===== src/rtl/uart_tx_arbiter.sv =====
// Round-robin, packet-locked arbiter sharing one UART TX byte channel among num_req_p requesters.
// Define UART_TX_ARB_HEADER_EN to prefix every packet with the granted requester index.
module uart_tx_arbiter #(
    parameter int num_req_p   = 4,
    parameter int data_bits_p = 8,
    parameter int timeout_p   = 1024
) (
    input  logic                               clk_i,
    input  logic                               reset_n_i,
    input  logic [num_req_p-1:0]               req_v_i,
    input  logic [num_req_p*data_bits_p-1:0]   req_data_i,
    input  logic [num_req_p-1:0]               req_last_i,
    output logic [num_req_p-1:0]               req_ready_and_o,
    output logic                               tx_v_o,
    output logic [data_bits_p-1:0]             tx_o,
    input  logic                               tx_ready_and_i,
    output logic                               grant_v_o,
    output logic [$clog2(num_req_p)-1:0]       grant_id_o,
    output logic                               timeout_o
);

    // state | meaning
    // idle  | no owner; arbitrate among pending requesters
    // hdr   | owner chosen; sending its index byte (header build only)
    // busy  | owner's bytes pass straight through to the UART
    localparam int id_w  = $clog2(num_req_p);
    localparam int cnt_w = $clog2(timeout_p + 1);
    localparam logic [id_w:0]      num_req_c    = (id_w + 1)'(num_req_p);
    localparam logic [id_w-1:0]    last_id_c    = id_w'(num_req_p - 1);
    localparam logic [cnt_w-1:0]   timeout_last = cnt_w'(timeout_p - 1);

    typedef enum logic [1:0] {
        st_idle = 2'd0,
        st_busy = 2'd1
`ifdef UART_TX_ARB_HEADER_EN
        , st_hdr = 2'd2
`endif
    } state_t;

    state_t                 state;
    logic [id_w-1:0]        rr;
    logic [cnt_w-1:0]       idle_cnt;

    logic                   pick_v;
    logic [id_w-1:0]        pick;
    logic [id_w:0]          sum;
    logic                   sel_v;
    logic                   sel_last;
    logic [data_bits_p-1:0] sel_data;
    logic [num_req_p-1:0]   grant_mask;
    logic [data_bits_p-1:0] hdr_byte;
    logic [id_w-1:0]        next_rr;

    // Scan downward so the smallest offset from rr is the one that sticks.
    always_comb begin
        pick_v = 1'b0;
        pick   = '0;
        sum    = '0;
        for (int i = num_req_p - 1; i >= 0; i--) begin
            sum = {1'b0, rr} + (id_w + 1)'(i);
            if (sum >= num_req_c) sum = sum - num_req_c;
            if (req_v_i[sum[id_w-1:0]]) begin
                pick_v = 1'b1;
                pick   = sum[id_w-1:0];
            end
        end
    end

    always_comb begin
        sel_v      = 1'b0;
        sel_last   = 1'b0;
        sel_data   = '0;
        grant_mask = '0;
        for (int k = 0; k < num_req_p; k++) begin
            if (grant_id_o == id_w'(k)) begin
                sel_v         = req_v_i[k];
                sel_last      = req_last_i[k];
                sel_data      = req_data_i[k*data_bits_p +: data_bits_p];
                grant_mask[k] = 1'b1;
            end
        end
    end

    always_comb begin
        hdr_byte             = '0;
        hdr_byte[id_w-1:0]   = grant_id_o;
    end

    // Explicit wrap keeps non-power-of-two requester counts in range.
    assign next_rr = (grant_id_o == last_id_c) ? '0 : grant_id_o + 1'b1;

    always_comb begin
        tx_v_o          = 1'b0;
        tx_o            = '0;
        req_ready_and_o = '0;
        if (reset_n_i) begin
            case (state)
                st_busy: begin
                    tx_v_o          = sel_v;
                    tx_o            = sel_data;
                    req_ready_and_o = grant_mask & {num_req_p{tx_ready_and_i}};
                end
`ifdef UART_TX_ARB_HEADER_EN
                st_hdr: begin
                    tx_v_o = 1'b1;
                    tx_o   = hdr_byte;
                end
`endif
                default: ;
            endcase
        end
    end

    always_ff @(posedge clk_i) begin
        if (!reset_n_i) begin
            state      <= st_idle;
            rr         <= '0;
            grant_id_o <= '0;
            grant_v_o  <= 1'b0;
            timeout_o  <= 1'b0;
            idle_cnt   <= '0;
        end else begin
            timeout_o <= 1'b0;
            case (state)
                st_idle: begin
                    if (pick_v) begin
                        grant_id_o <= pick;
                        grant_v_o  <= 1'b1;
                        idle_cnt   <= '0;
`ifdef UART_TX_ARB_HEADER_EN
                        state      <= st_hdr;
`else
                        state      <= st_busy;
`endif
                    end
                end
`ifdef UART_TX_ARB_HEADER_EN
                st_hdr: begin
                    if (tx_ready_and_i) begin
                        state    <= st_busy;
                        idle_cnt <= '0;
                    end
                end
`endif
                st_busy: begin
                    if (sel_v && tx_ready_and_i) begin
                        idle_cnt <= '0;
                        if (sel_last) begin
                            state     <= st_idle;
                            grant_v_o <= 1'b0;
                            rr        <= next_rr;
                        end
                    end else if (!sel_v) begin
                        // A stalled UART with valid data never counts as requester idleness.
                        if (idle_cnt >= timeout_last) begin
                            state     <= st_idle;
                            grant_v_o <= 1'b0;
                            rr        <= next_rr;
                            timeout_o <= 1'b1;
                            idle_cnt  <= '0;
                        end else begin
                            idle_cnt <= idle_cnt + 1'b1;
                        end
                    end
                end
                default: state <= st_idle;
            endcase
        end
    end

endmodule


===== config.mk =====
export PLATFORM = sky130hd
export DESIGN_NAME = uart_tx_arbiter
export DESIGN_NICKNAME = d
export VERILOG_FILES = /design/src/rtl/uart_tx_arbiter.sv
export SDC_FILE = /design/constraint.sdc
export NUM_CORES = 1
export LEC_CHECK = 0
export BUFFER_PORTS_ARGS = -buffer_cell sky130_fd_sc_hd__buf_4
export CAP_MARGIN = 30
export CORE_UTILIZATION = 47
export DETAILED_ROUTE_END_ITERATION = 12
export PLACE_DENSITY = 0.8
export SETUP_SLACK_MARGIN = 0.1
export SLEW_MARGIN = 20
export SYNTH_ARGS = -nofsm -noshare
export SYNTH_HDL_FRONTEND = slang
export SYNTH_SLANG_ARGS = --single-unit

===== constraint.sdc =====
create_clock -name clk_i -period 2.13 [get_ports clk_i]
set_input_delay 0.213 -clock clk_i [delete_from_list [all_inputs] [get_ports clk_i]]
set_output_delay 0.213 -clock clk_i [all_outputs]
set_load 0.005 [all_outputs]

# Word level (Yosys, flattened, before mapping)
# Cells that the tools add are included.
# Widths: inputs -> output; s select.
[word_totals]
n_memories = 0
register_bits = 19
romBits = 0
out_inout_bits = 17
latchBits = 0
elab_cells = 113
ramBits = 0
input_bits = 43
[op_classes]
shift = 0
mul = 0
add_sub_neg = 9
order_cmp = 9
div_mod_pow = 0
n_reduce_logical = 11
muxes = 65
bitwise_logic = 3
eq_ne = 10
[op_table]
columns = ["cell", "n"]
rows = [
  ["$mux 8", 6],
  ["$mux 11", 4],
  ["$mux 2", 18],
  ["$mux 1", 28],
  ["$pmux 11 s2", 1],
  ["$lt 2x3->1 const B", 4],
  ["$add 11x1->11 const B", 1],
  ["$ge 11x10->1 const B", 1],
  ["$ge 3x3->1 const B", 3],
  ["$ne 3x3->1 const B", 3],
  ["$bmux 1 s2", 4],
  ["$mux 4", 2],
  ["$reduce_and 4->1", 2],
  ["$sub 2x1->2 const B", 4],
  ["$add 2x2->3 const B", 2],
  ["$reduce_and 5->1", 1],
  ["$and 4x4->4", 1],
  ["$eq 2x1->1 const B", 2],
  ["$eq 2x2->1 const B", 2],
  ["$logic_not 2->1", 2],
  ["$ne 2x2->1 const B", 2],
  ["$pmux 2 s2", 1],
  ["$reduce_bool 2->1", 2],
  ["$reduce_or 4->1", 1],
  ["other kinds (9)", 10],
]

# Logic depth before layout (Yosys ltp)
# Gate-level depths: netlist (run 1).
[logic_depth]
ltp_word = 11
mapped_depth = 8
mapped_depth_nobuf = 7

# Worst setup path after synthesis (run 1)
# No wires, ideal clock.
[synth_timing]
path_kind = "register to register"
from = "register grant_id_o[1]"
to = "register idle_cnt[4]"
stages_incl_launch_ff = 8
t_arrival_ps = 1825
path_buffers = 0
slack_ps = 170
setup_ps = 135
required_ps = 1995
cell_sequence = "dfxtp_1 -> inv_1 -> ha_1 -> nand3b_1 -> a2111oi_4 -> a21o_4 -> or3_1 -> a21oi_1"
[synth_via]
elab_chain_len = 8
[synth_lines]
columns = ["element", "line", "rtl"]
rows = [
  ["from (decl)", "18", "output logic [$clog2(num_req_p)-1:0] grant_id_o,"],
  ["from (signal assigned)", "127", "grant_id_o <= pick;"],
  ["$logic_not 2->1", "75", "if (grant_id_o == id_w'(k)) begin"],
  ["$mux 1 (3 in series)", "75", ""],
  ["$mux 1 (*)", "75", ""],
  ["$logic_and 1x1->1", "146", "if (sel_v && tx_ready_and_i) begin"],
  ["$ne 3x3->1 (no line) / $mux 11 (equally long branches)", "--", ""],
  ["$reduce_and 3->1 (no line) / $pmux 11 s2 (equally long branches)", "--", ""],
  ["to (signal assigned)", "162", "idle_cnt <= idle_cnt + 1'b1;"],
  ["to (decl)", "42", "logic [cnt_w-1:0] idle_cnt;"],
]
# Mark *: on every way between the ends. The rest lies on a longest branch, timed or not.
# A chain may end at the register's enable or synchronous reset.

# Final worst setup path (run 1)
[layout_timing]
from = "register grant_id_o[1]"
to = "output tx_o[5]"
[layout_via]
elab_chain_len = 7
[layout_lines]
columns = ["element", "line", "rtl"]
rows = [
  ["$logic_not 2->1", "75", ""],
  ["$mux 8 (3 in series)", "75", ""],
  ["$mux 8 (*)", "75", ""],
  ["$mux 8 (*)", "97", "case (state)"],
  ["$mux 8 (*)", "96", "if (reset_n_i) begin"],
  ["to (decl)", "15", "output logic [data_bits_p-1:0] tx_o,"],
]
# Marks and branches as above.

==> reports/summary.txt, run 1 <==
Drt pass-1 iters: 4
Final ANT Viol Nets: 0
Status: complete, but fails checks
Area occupied by multi-input gates: 1060 um2
H-tree level count: 1
Critical Path Sink Type: output port
Fin. max-slew vios: 0
Max_slew headroom: 0.703
Critical path class: register to output port
Final Wtd Congestion: 0.827
Comb power frac: 0.378
Syn Area/Cell: 7.91 um2
Slowest cell on crit path: dfxtp_4
Top-area cell type share of the netlist area: 0.250
CTS clk-pin slew, worst paths: 0.10 ns
Die H: 55.8 um
Post-synth net total: 220
Worst EP required: 1.92 ns
Die Area: 3120 um2
WHS Path Cells: 2
Total power divided by cell area: 399 nW/um2
Data arrival, critical path: 1.96 ns
Share of cells above drive strength 1: 0.438
GR Util All Layers: 0.267
# DRC: 0
Startpoint Class: register
Lkg Pwr: 0.000892 uW
Vias: 1626
Top FF cell, synth: dfxtp_1
Async SR Flop Fraction: 0
Clock power frac: 0.216
Buffers added on ports: 59
Worst Hold Class: input pin to register
Critical Path Max Stage Delay: 0.37 ns
Worst VDD drop: 373 uV
Fmax achieved: 461 MHz
RSZ-0062 raised after global routing: true
Synth Warn #: 0
Psw: 267 uW
HPWL after DPL: 2.96 mm
Worst hold start: reset_n_i
Final WS setup: -0.0385 ns
CP max FO: 8
Worst Hold End: grant_id_o[1]$_SDFFE_PN0P_
# rows: 19
Power, Total: 832 uW
Clock skew: 0.00266 ns
CTS tree: done
Placed Instances: 261
Starting Density: 0.494
Synth Register Bits: 17
Vias/cell: 6.00
Total clock sinks: 17
Reg2Reg Setup Slack: 0.06 ns
Worst Hold Margin: 0.220 ns
Yosys cell types: 45
Post-synthesis cell count: 172
Drt total wl: 4.21 mm
P_int: 565 uW
Final setup fails: 1
Synth area leader: dfxtp_1
Number of synthesized flops with an enable pin: 0
Most numerous cell in the Yosys netlist: nor2_1
First-pass GRT wire length: 6.70 mm
Largest cells by area after synthesis: dfxtp_1, a21oi_1, nor2_1
Final Util: 0.755
CTS max path bufs: 2
Starting DRT DRC Count: 99
Gr ovfl total: 0
Post-synthesis cell area: 1360 um2
Hold buffers post-CTS: 0
Final Critical Period: 2.17 ns
Worst r2r src: grant_id_o[1]$_SDFFE_PN0P_
Seq/Total Area, Yosys: 0.250
Pin count of the biggest net entering global routing: 23
Vias in the first global route: 1485
Failing checks: negative setup slack
Sw Share: 0.321
Reg power frac: 0.406
Die width: 55.8 um
Fillers: 190
Critical path, cell by cell: inv_4 > ha_4 > buf_8 > and2b_4 > a221oi_1 > nor3_1 > a21oi_1 > nor2_1 > buf_4
Reg-to-reg critical path endpoint: rr[0]$_SDFFE_PN0P_
Final hold vios: 0
Root buf cell: clkbuf_4
N_diodes: 0
IO Count: 60
Nets: 289
Drt wl/cell: 15.5 um
Initial antenna violation count: 0
Synth cell count leaders: nor2_1, a21oi_1, dfxtp_1
Number of buffers created by CTS: 3
Fin cells: 271
Area grow syn2layout: 53.0%
Worst Reg-to-Reg Cells: 9
Total core area: 2760 um2
Period Utilization, post-route: 1.02
Clock Latency Late Sink: 0.30 ns
Register Area: 349 um2
Slew @ Worst Pin: 0.445 ns
Max Cap Viol: 0
==> placed cells by master, fill, tap and decap left out, types with 3 or more instances in the layout <==
cell type / instances
nand4_1: 4
a211oi_1: 4
nor2_1: 19
nor2b_1: 9
and3_1: 7
buf_4: 68
clkbuf_4: 3
xnor2_1: 5
inv_1: 6
nand2_1: 10
dfxtp_1: 14
or3_1: 4
a21oi_1: 17
nor3_1: 7
o21ai_1: 4
nand3_1: 3
a221oi_2: 5
==> per-layer routing <==
layer	wire, um	track usage	vias up	part of all wire
met5	0	0	-	0
met4	100	0.105	0	0.024
met3	268	0.0535	11	0.064
met2	2150	0.461	90	0.51
met1	1690	0.326	747	0.40
li1	-	-	778	-
==> flip-flops by register name, summed over array words and instances, names as in the netlist <==
signal / cells
grant_id_o: 2
grant_v_o: 1
idle_cnt: 11
rr: 2
timeout_o: 1
==> critical path, delay by kind of cell, from the launching register on <==
| family | cells | cell delay [ns] |
|---|---|---|
| AO/OA/AOI/OAI | 2 | 0.47 |
| adder cells (fa/ha/maj) | 1 | 0.15 |
| buffers and inverters | 3 | 0.31 |
| flip-flops | 1 | 0.37 |
| AND/OR/NAND/NOR | 3 | 0.35 |
==> metrics by stage <==
stage          instance area (um2)  worst slack (ns)  TNS, ns
3_3_place_gp                  1870             0.109        0
4_1_cts                       1990            0.0499        0
6_report                      2080           -0.0385  -0.0385
5_1_grt                       2080            -0.111   -0.540
2_1_floorplan                 1360             0.170        0
3_5_place_dp                  1870            0.0220        0
==> final cells by class <==
cell class	count	area share
sequential	17	0.168
inverter	8	0.0168
tap	31	0.0186
multi-input combinational	139	0.511
clock inverter	1	0.00240
timing repair buffer	72	0.273
clock buffer	3	0.0108
==> power groups by stage <==
stage / sequential, uW / combinational [uW] / clock [uW]
after CTS: 336 / 286 / 175
after global routing: 339 / 340 / 191
after detailed placement: 343 / 262 / 0
final: 338 / 315 / 179
after global placement: 342 / 255 / 0
after floorplan: 339 / 143 / 0
==> kinds of logic after synthesis <==
| kind of cell | count (synthesis) | share of synthesized area |
|---|---|---|
| AO/OA/AOI/OAI | 50 | 0.305 |
| XOR/XNOR | 5 | 0.0322 |
| adder cells (fa/ha/maj) | 5 | 0.0460 |
| buffers and inverters | 16 | 0.0487 |
| flip-flops | 17 | 0.250 |
| multiplexers | 1 | 0.00735 |
| AND/OR/NAND/NOR | 78 | 0.311 |
==> how the worst max path moves through the flow <==
stage,start,endpoint,slack [ns]
5_1_grt,grant_id_o[1]$_SDFFE_PN0P_,tx_o[5],-0.11
6_report,grant_id_o[1]$_SDFFE_PN0P_,tx_o[5],-0.04
3_5_place_dp,grant_id_o[0]$_SDFFE_PN0P_,tx_o[1],0.02
3_3_place_gp,grant_id_o[0]$_SDFFE_PN0P_,tx_o[1],0.11
4_1_cts,grant_id_o[0]$_SDFFE_PN0P_,tx_o[0],0.05
2_1_floorplan,grant_id_o[1]$_SDFFE_PN0P_,idle_cnt[4]$_SDFFE_PN0P_,0.17
==> what timing repair did <==
action                                  4_1_cts  5_1_grt
buffers inserted                              3        3
pin swaps                                     1       10
endpoints found under the setup margin       18       24
gates resized for setup                      18       14
(Power assumes the default switching activity.)
==> run 2: changes to the inputs <==
--- a/config.mk
+++ b/config.mk
@@ -12,2 +12,3 @@
 export PLACE_DENSITY = 0.8
+export REMOVE_ABC_BUFFERS = 1
 export SETUP_SLACK_MARGIN = 0.1
==> constraint.sdc (replaced) <==
create_clock -name clk_i -period 2.13 [get_ports clk_i]
set_input_delay 0.1065 -clock clk_i [delete_from_list [all_inputs] [get_ports clk_i]]
set_output_delay 0.1065 -clock clk_i [all_outputs]
set_load 0.005 [all_outputs]
==> run 2 against run 1 <==
Effect of this change: the flow now finishes without violations; die area unchanged; total power increased by 1.5%; global-route usage about the same; clock skew about the same; sequential cell count unchanged; utilization is 1.4 points higher; routed wire length rose by 12%; fmax up 3.2%; largest cell class unchanged; sequential share of layout area decreased by 0.36 points; first-iteration DRC count decreased by 19%; register-to-register slack improved by 0.07 ns; combinational power grew 4%.
==> reports/summary.txt, run 2 (synthesis results as in run 1) <==
Status: finished, final reports clean
Psw: 277 uW
Slew @ Worst Pin: 0.527 ns
Critical Path Max Stage Delay: 0.40 ns
RSZ-0062 raised after global routing: true
Drt total wl: 4.70 mm
Worst EP required: 2.02 ns
WHS Path Cells: 2
Die width: 55.8 um
Hold buffers post-CTS: 0
Drt wl/cell: 17.2 um
Initial antenna violation count: 0
Pin count of the biggest net entering global routing: 20
Worst Hold Margin: 0.112 ns
Clock skew: 0.00237 ns
Final ANT Viol Nets: 0
Starting DRT DRC Count: 80
Area grow syn2layout: 55.8%
Fmax achieved: 476 MHz
Buffers added on ports: 59
Total power divided by cell area: 398 nW/um2
N_diodes: 0
Sw Share: 0.328
Register with the most flip-flops: idle_cnt
Startpoint Class: register
Nets: 291
Worst VDD drop: 447 uV
Vias/cell: 6.00
P_int: 567 uW
IO Count: 60
Power, Total: 844 uW
First-pass GRT wire length: 6.76 mm
# DRC: 0
Clock Latency Late Sink: 0.29 ns
Fin cells: 273
Root buf cell: clkbuf_4
Clock power frac: 0.212
Final Util: 0.769
Max reg flops: 11
Final Critical Period: 2.10 ns
Final setup fails: 0
Final WS setup: 0.0298 ns
Biggest regs: idle_cnt x11, grant_id_o x2, rr x2
Most common cell after layout, fill and taps aside: buf_4
CTS max path bufs: 2
Critical path class: register to output port
# rows: 19
Lkg Pwr: 0.000877 uW
H-tree level count: 1
Total core area: 2760 um2
Share of cells above drive strength 1: 0.455
Period Utilization, post-route: 0.986
Most frequent cells in the layout: buf_4, nor2_1, a21oi_1
Final hold vios: 0
Vias: 1639
Slowest cell on crit path: dfxtp_4
Comb power frac: 0.388
Critical Path Sink Type: output port
Reg power frac: 0.400
Gr ovfl total: 0
CTS clk-pin slew, worst paths: 0.10 ns
Data arrival, critical path: 1.99 ns
Total clock sinks: 17
CTS tree: done
Worst slack, placed: -0.0381 ns
CP max FO: 8
Die Area: 3120 um2
Critical path, cell by cell: inv_4 > ha_4 > buf_6 > and2b_4 > a221oi_4 > nor3_2 > a21oi_1 > nor2_1 > buf_4
Max_slew headroom: 0.648
Drt pass-1 iters: 4
Final Wtd Congestion: 0.864
Fin. max-slew vios: 0
Die H: 55.8 um
Max Cap Viol: 0
Starting Density: 0.494
HPWL after DPL: 3.07 mm
Worst Hold Class: input pin to register
Worst Reg-to-Reg Cells: 8
Placed Instances: 260
GR Util All Layers: 0.267
Number of buffers created by CTS: 3
Vias in the first global route: 1534
run 2: cell count changes in the layout (fill, tap and decap cells not counted), sizes merged:
cell / previous run / this run
buf: 72 / 74
run 2: worst paths after layout:
check | from | endpoint | slack, ns
min reg2reg | idle_cnt[0]$_SDFFE_PN0P_ | idle_cnt[0]$_SDFFE_PN0P_ | 0.52
max reg2reg | grant_id_o[1]$_SDFFE_PN0P_ | idle_cnt[5]$_SDFFE_PN0P_ | 0.13
max | grant_id_o[1]$_SDFFE_PN0P_ | tx_o[2] | 0.03
min | reset_n_i | grant_id_o[1]$_SDFFE_PN0P_ | 0.11
run 2: layout make-up:
class                      count  area, um2
sequential                    17        348
multi-input combinational    139       1100
fill                         182        637
inverter                       8       32.5
tap                           31       38.8
clock inverter                 1       5.00
timing repair buffer          74        572
clock buffer                   3       22.5
run 2: critical path: cells and delay by family (launching register included):
kind                     cells  cell delay, ns
flip-flops                   1            0.40
adder cells (fa/ha/maj)      1            0.15
AND/OR/NAND/NOR              3            0.65
AO/OA/AOI/OAI                2            0.17
buffers and inverters        3            0.32
run 2: per-layer routing:
layer / track usage / share of wire / up-vias
met5: 0 / 0 / -
met4: 0.0383 / 0.016 / 0
met3: 0.0512 / 0.052 / 12
met2: 0.489 / 0.53 / 79
met1: 0.332 / 0.40 / 763
li1: - / - / 785
run 2: through the flow:
stage	instance area [um2]	TNS, ns
after CTS	1950	0
after global placement	1850	0
after global routing	2120	-0.0534
final	2120	0
after detailed placement	1850	-0.0625
after floorplan	1330	-0.347
run 2: power groups by stage:
stage	sequential [uW]	combinational [uW]	clock, uW
final	338	327	179
after detailed placement	343	257	0
after global routing	340	350	193
after floorplan	341	134	0
after global placement	343	250	0
after CTS	337	277	177
run 2: timing repair:
item                       in CTS  in global routing
buffers inserted                5                  4
setup endpoints to repair      20                 21
gates resized for setup        10                 26
pin swaps                       2                 20
==> run 3: changes to the inputs <==
- BUFFER_PORTS_ARGS: -buffer_cell sky130_fd_sc_hd__buf_4 -> -buffer_cell sky130_fd_sc_hd__buf_2
- PLACE_DENSITY: 0.8 -> default
- PLACE_DENSITY_LB_ADDON: default -> 0.15
==> run 3 against run 2 <==
Effect of this change: final area down 8.8%; register-to-register slack worse by 0.03 ns; clock skew up 0.012 ns; count of clock-buffer cells in the layout unchanged; largest power group unchanged; die area unchanged.
==> reports/summary.txt, run 3 (synthesis results as in run 1) <==
Status: finished, final reports clean
Period Utilization, post-route: 0.953
Buffers added on ports: 59
Hold buffers post-CTS: 0
Drt wl/cell: 14.4 um
Worst EP required: 2.37 ns
Share of cells above drive strength 1: 0.438
Fin. max-slew vios: 0
Final Critical Period: 2.03 ns
Cell family with most CP delay: compound AO/OA/AOI/OAI gates
Initial antenna violation count: 0
Worst r2r src: grant_id_o[1]$_SDFFE_PN0P_
Fmax achieved: 492 MHz
Vias/cell: 5.92
Vias: 1605
CTS clk-pin slew, worst paths: 0.11 ns
Starting DRT DRC Count: 61
Fillers: 218
HPWL after DPL: 2.73 mm
Final setup fails: 0
GR Util All Layers: 0.238
Critical Path Sink Type: register
Number of buffers created by CTS: 3
Max reg flops: 11
Final Wtd Congestion: 0.867
Worst Hold Class: input pin to register
RSZ-0062 raised after global routing: true
Starting Density: 0.494
Critical path, cell by cell: buf_4 > ha_4 > a211oi_4 > a2111oi_4 > buf_6 > a21o_4 > or3_4 > a21oi_2
Worst VDD drop: 376 uV
Total core area: 2760 um2
Total clock sinks: 17
# rows: 19
First-pass GRT wire length: 6.13 mm
Max Cap Viol: 0
Data arrival, critical path: 2.28 ns
N_diodes: 0
Power, Total: 795 uW
Area occupied by multi-input gates: 1080 um2
Worst Hold Margin: 0.147 ns
Gr ovfl total: 0
Worst Hold End: grant_id_o[1]$_SDFFE_PN0P_
Total power divided by cell area: 411 nW/um2
# DRC: 0
CP bufs+invs: 2
Reg2Reg Setup Slack: 0.1 ns
WHS Path Cells: 2
Die Area: 3120 um2
Nets: 289
Critical Path Max Stage Delay: 0.38 ns
CTS tree: done
Vias in the first global route: 1459
Worst hold start: reset_n_i
Pin count of the biggest net entering global routing: 21
Max_slew headroom: 0.670
Clock skew: 0.0148 ns
H-tree level count: 1
Most frequent cells in the layout: buf_2, nor2_1, a21oi_1
Final hold vios: 0
IO Count: 60
Drt total wl: 3.90 mm
Fin cells: 271
Setup TNS: 0 ns
Slew @ Worst Pin: 0.495 ns
Placed Instances: 259
Worst Reg-to-Reg Cells: 8
Startpoint Class: register
Lkg Pwr: 0.000848 uW
CTS max path bufs: 2
Die H: 55.8 um
Clock Latency Late Sink: 0.30 ns
Most common cell after layout, fill and taps aside: buf_2
Register with the most flip-flops: idle_cnt
Area grow syn2layout: 42.0%
Critical path class: register to register
Die width: 55.8 um
Biggest regs: idle_cnt x11, grant_id_o x2, rr x2
Root buf cell: clkbuf_4
Final Util: 0.701
Drt pass-1 iters: 6
Reg-to-reg critical path endpoint: idle_cnt[4]$_SDFFE_PN0P_
Slowest cell on crit path: dfxtp_4
CP max FO: 8
Register Area: 348 um2
Final ANT Viol Nets: 0
==> run 3: cell types whose count changed in the layout (fill, tap and decap cells not counted), sizes merged <==
cell,before,now
clkinv,1,0
buf,74,71
a21o,1,2
clkinvlp,0,1
==> run 3: how the worst max path moves through the flow <==
stage                     slack [ns]                  endpoint  cells after the start                        from
final                            0.1  idle_cnt[4]$_SDFFE_PN0P_                      8  grant_id_o[1]$_SDFFE_PN0P_
after global routing           0.007                   tx_o[2]                      9  grant_id_o[1]$_SDFFE_PN0P_
after CTS                       0.09                   tx_o[2]                      9  grant_id_o[1]$_SDFFE_PN0P_
after detailed placement       -0.04  idle_cnt[3]$_SDFFE_PN0P_                      7  grant_id_o[1]$_SDFFE_PN0P_
after global placement          0.02  idle_cnt[8]$_SDFFE_PN0P_                      8  grant_id_o[0]$_SDFFE_PN0P_
after floorplan                -0.06  idle_cnt[4]$_SDFFE_PN0P_                      6  grant_id_o[0]$_SDFFE_PN0P_
==> run 3: routing by layer <==
metal  wire length [um]  vias up  global-route usage  part of all wire
li1                   -      777                   -                 -
met1               1580      750               0.278              0.40
met2               2020       70               0.449              0.52
met3                238        8              0.0419             0.061
met4                 62        0              0.0557             0.016
met5                  0        -                   0                 0
==> run 3: final cells by class <==
class,instances,area share
timing repair buffer,71,0.209
tap,31,0.0201
multi-input combinational,140,0.559
clock inverter,1,0.00388
clock buffer,3,0.0117
sequential,17,0.180
inverter,8,0.0168
==> run 3: stage by stage <==
step | setup slack [ns] | cell area (um2)
after detailed placement | -0.0374 | 1700
after global placement | 0.0196 | 1700
after CTS | 0.0915 | 1830
after floorplan | -0.0585 | 1330
final | 0.0995 | 1930
after global routing | 0.00725 | 1930
==> run 3: worst reg2reg max path: stages (launching register included) <==
cell       delay [ns]
dfxtp_4          0.38
buf_4            0.15
ha_4             0.17
a211oi_4         0.29
a2111oi_4        0.13
buf_6            0.16
a21o_4           0.22
or3_4            0.36
a21oi_2          0.12
==> run 3: report_power, final <==
group | total [uW] | internal [uW] | switching, uW
Clock | 180 | 71.6 | 109
Combinational | 278 | 139 | 139
Sequential | 337 | 323 | 13.5
==> run 3: timing repair <==
item	4_1_cts	5_1_grt
resized for setup	22	11
buffers inserted	2	5
cloned	0	1
setup endpoints to repair	18	19
pin swaps	2	22
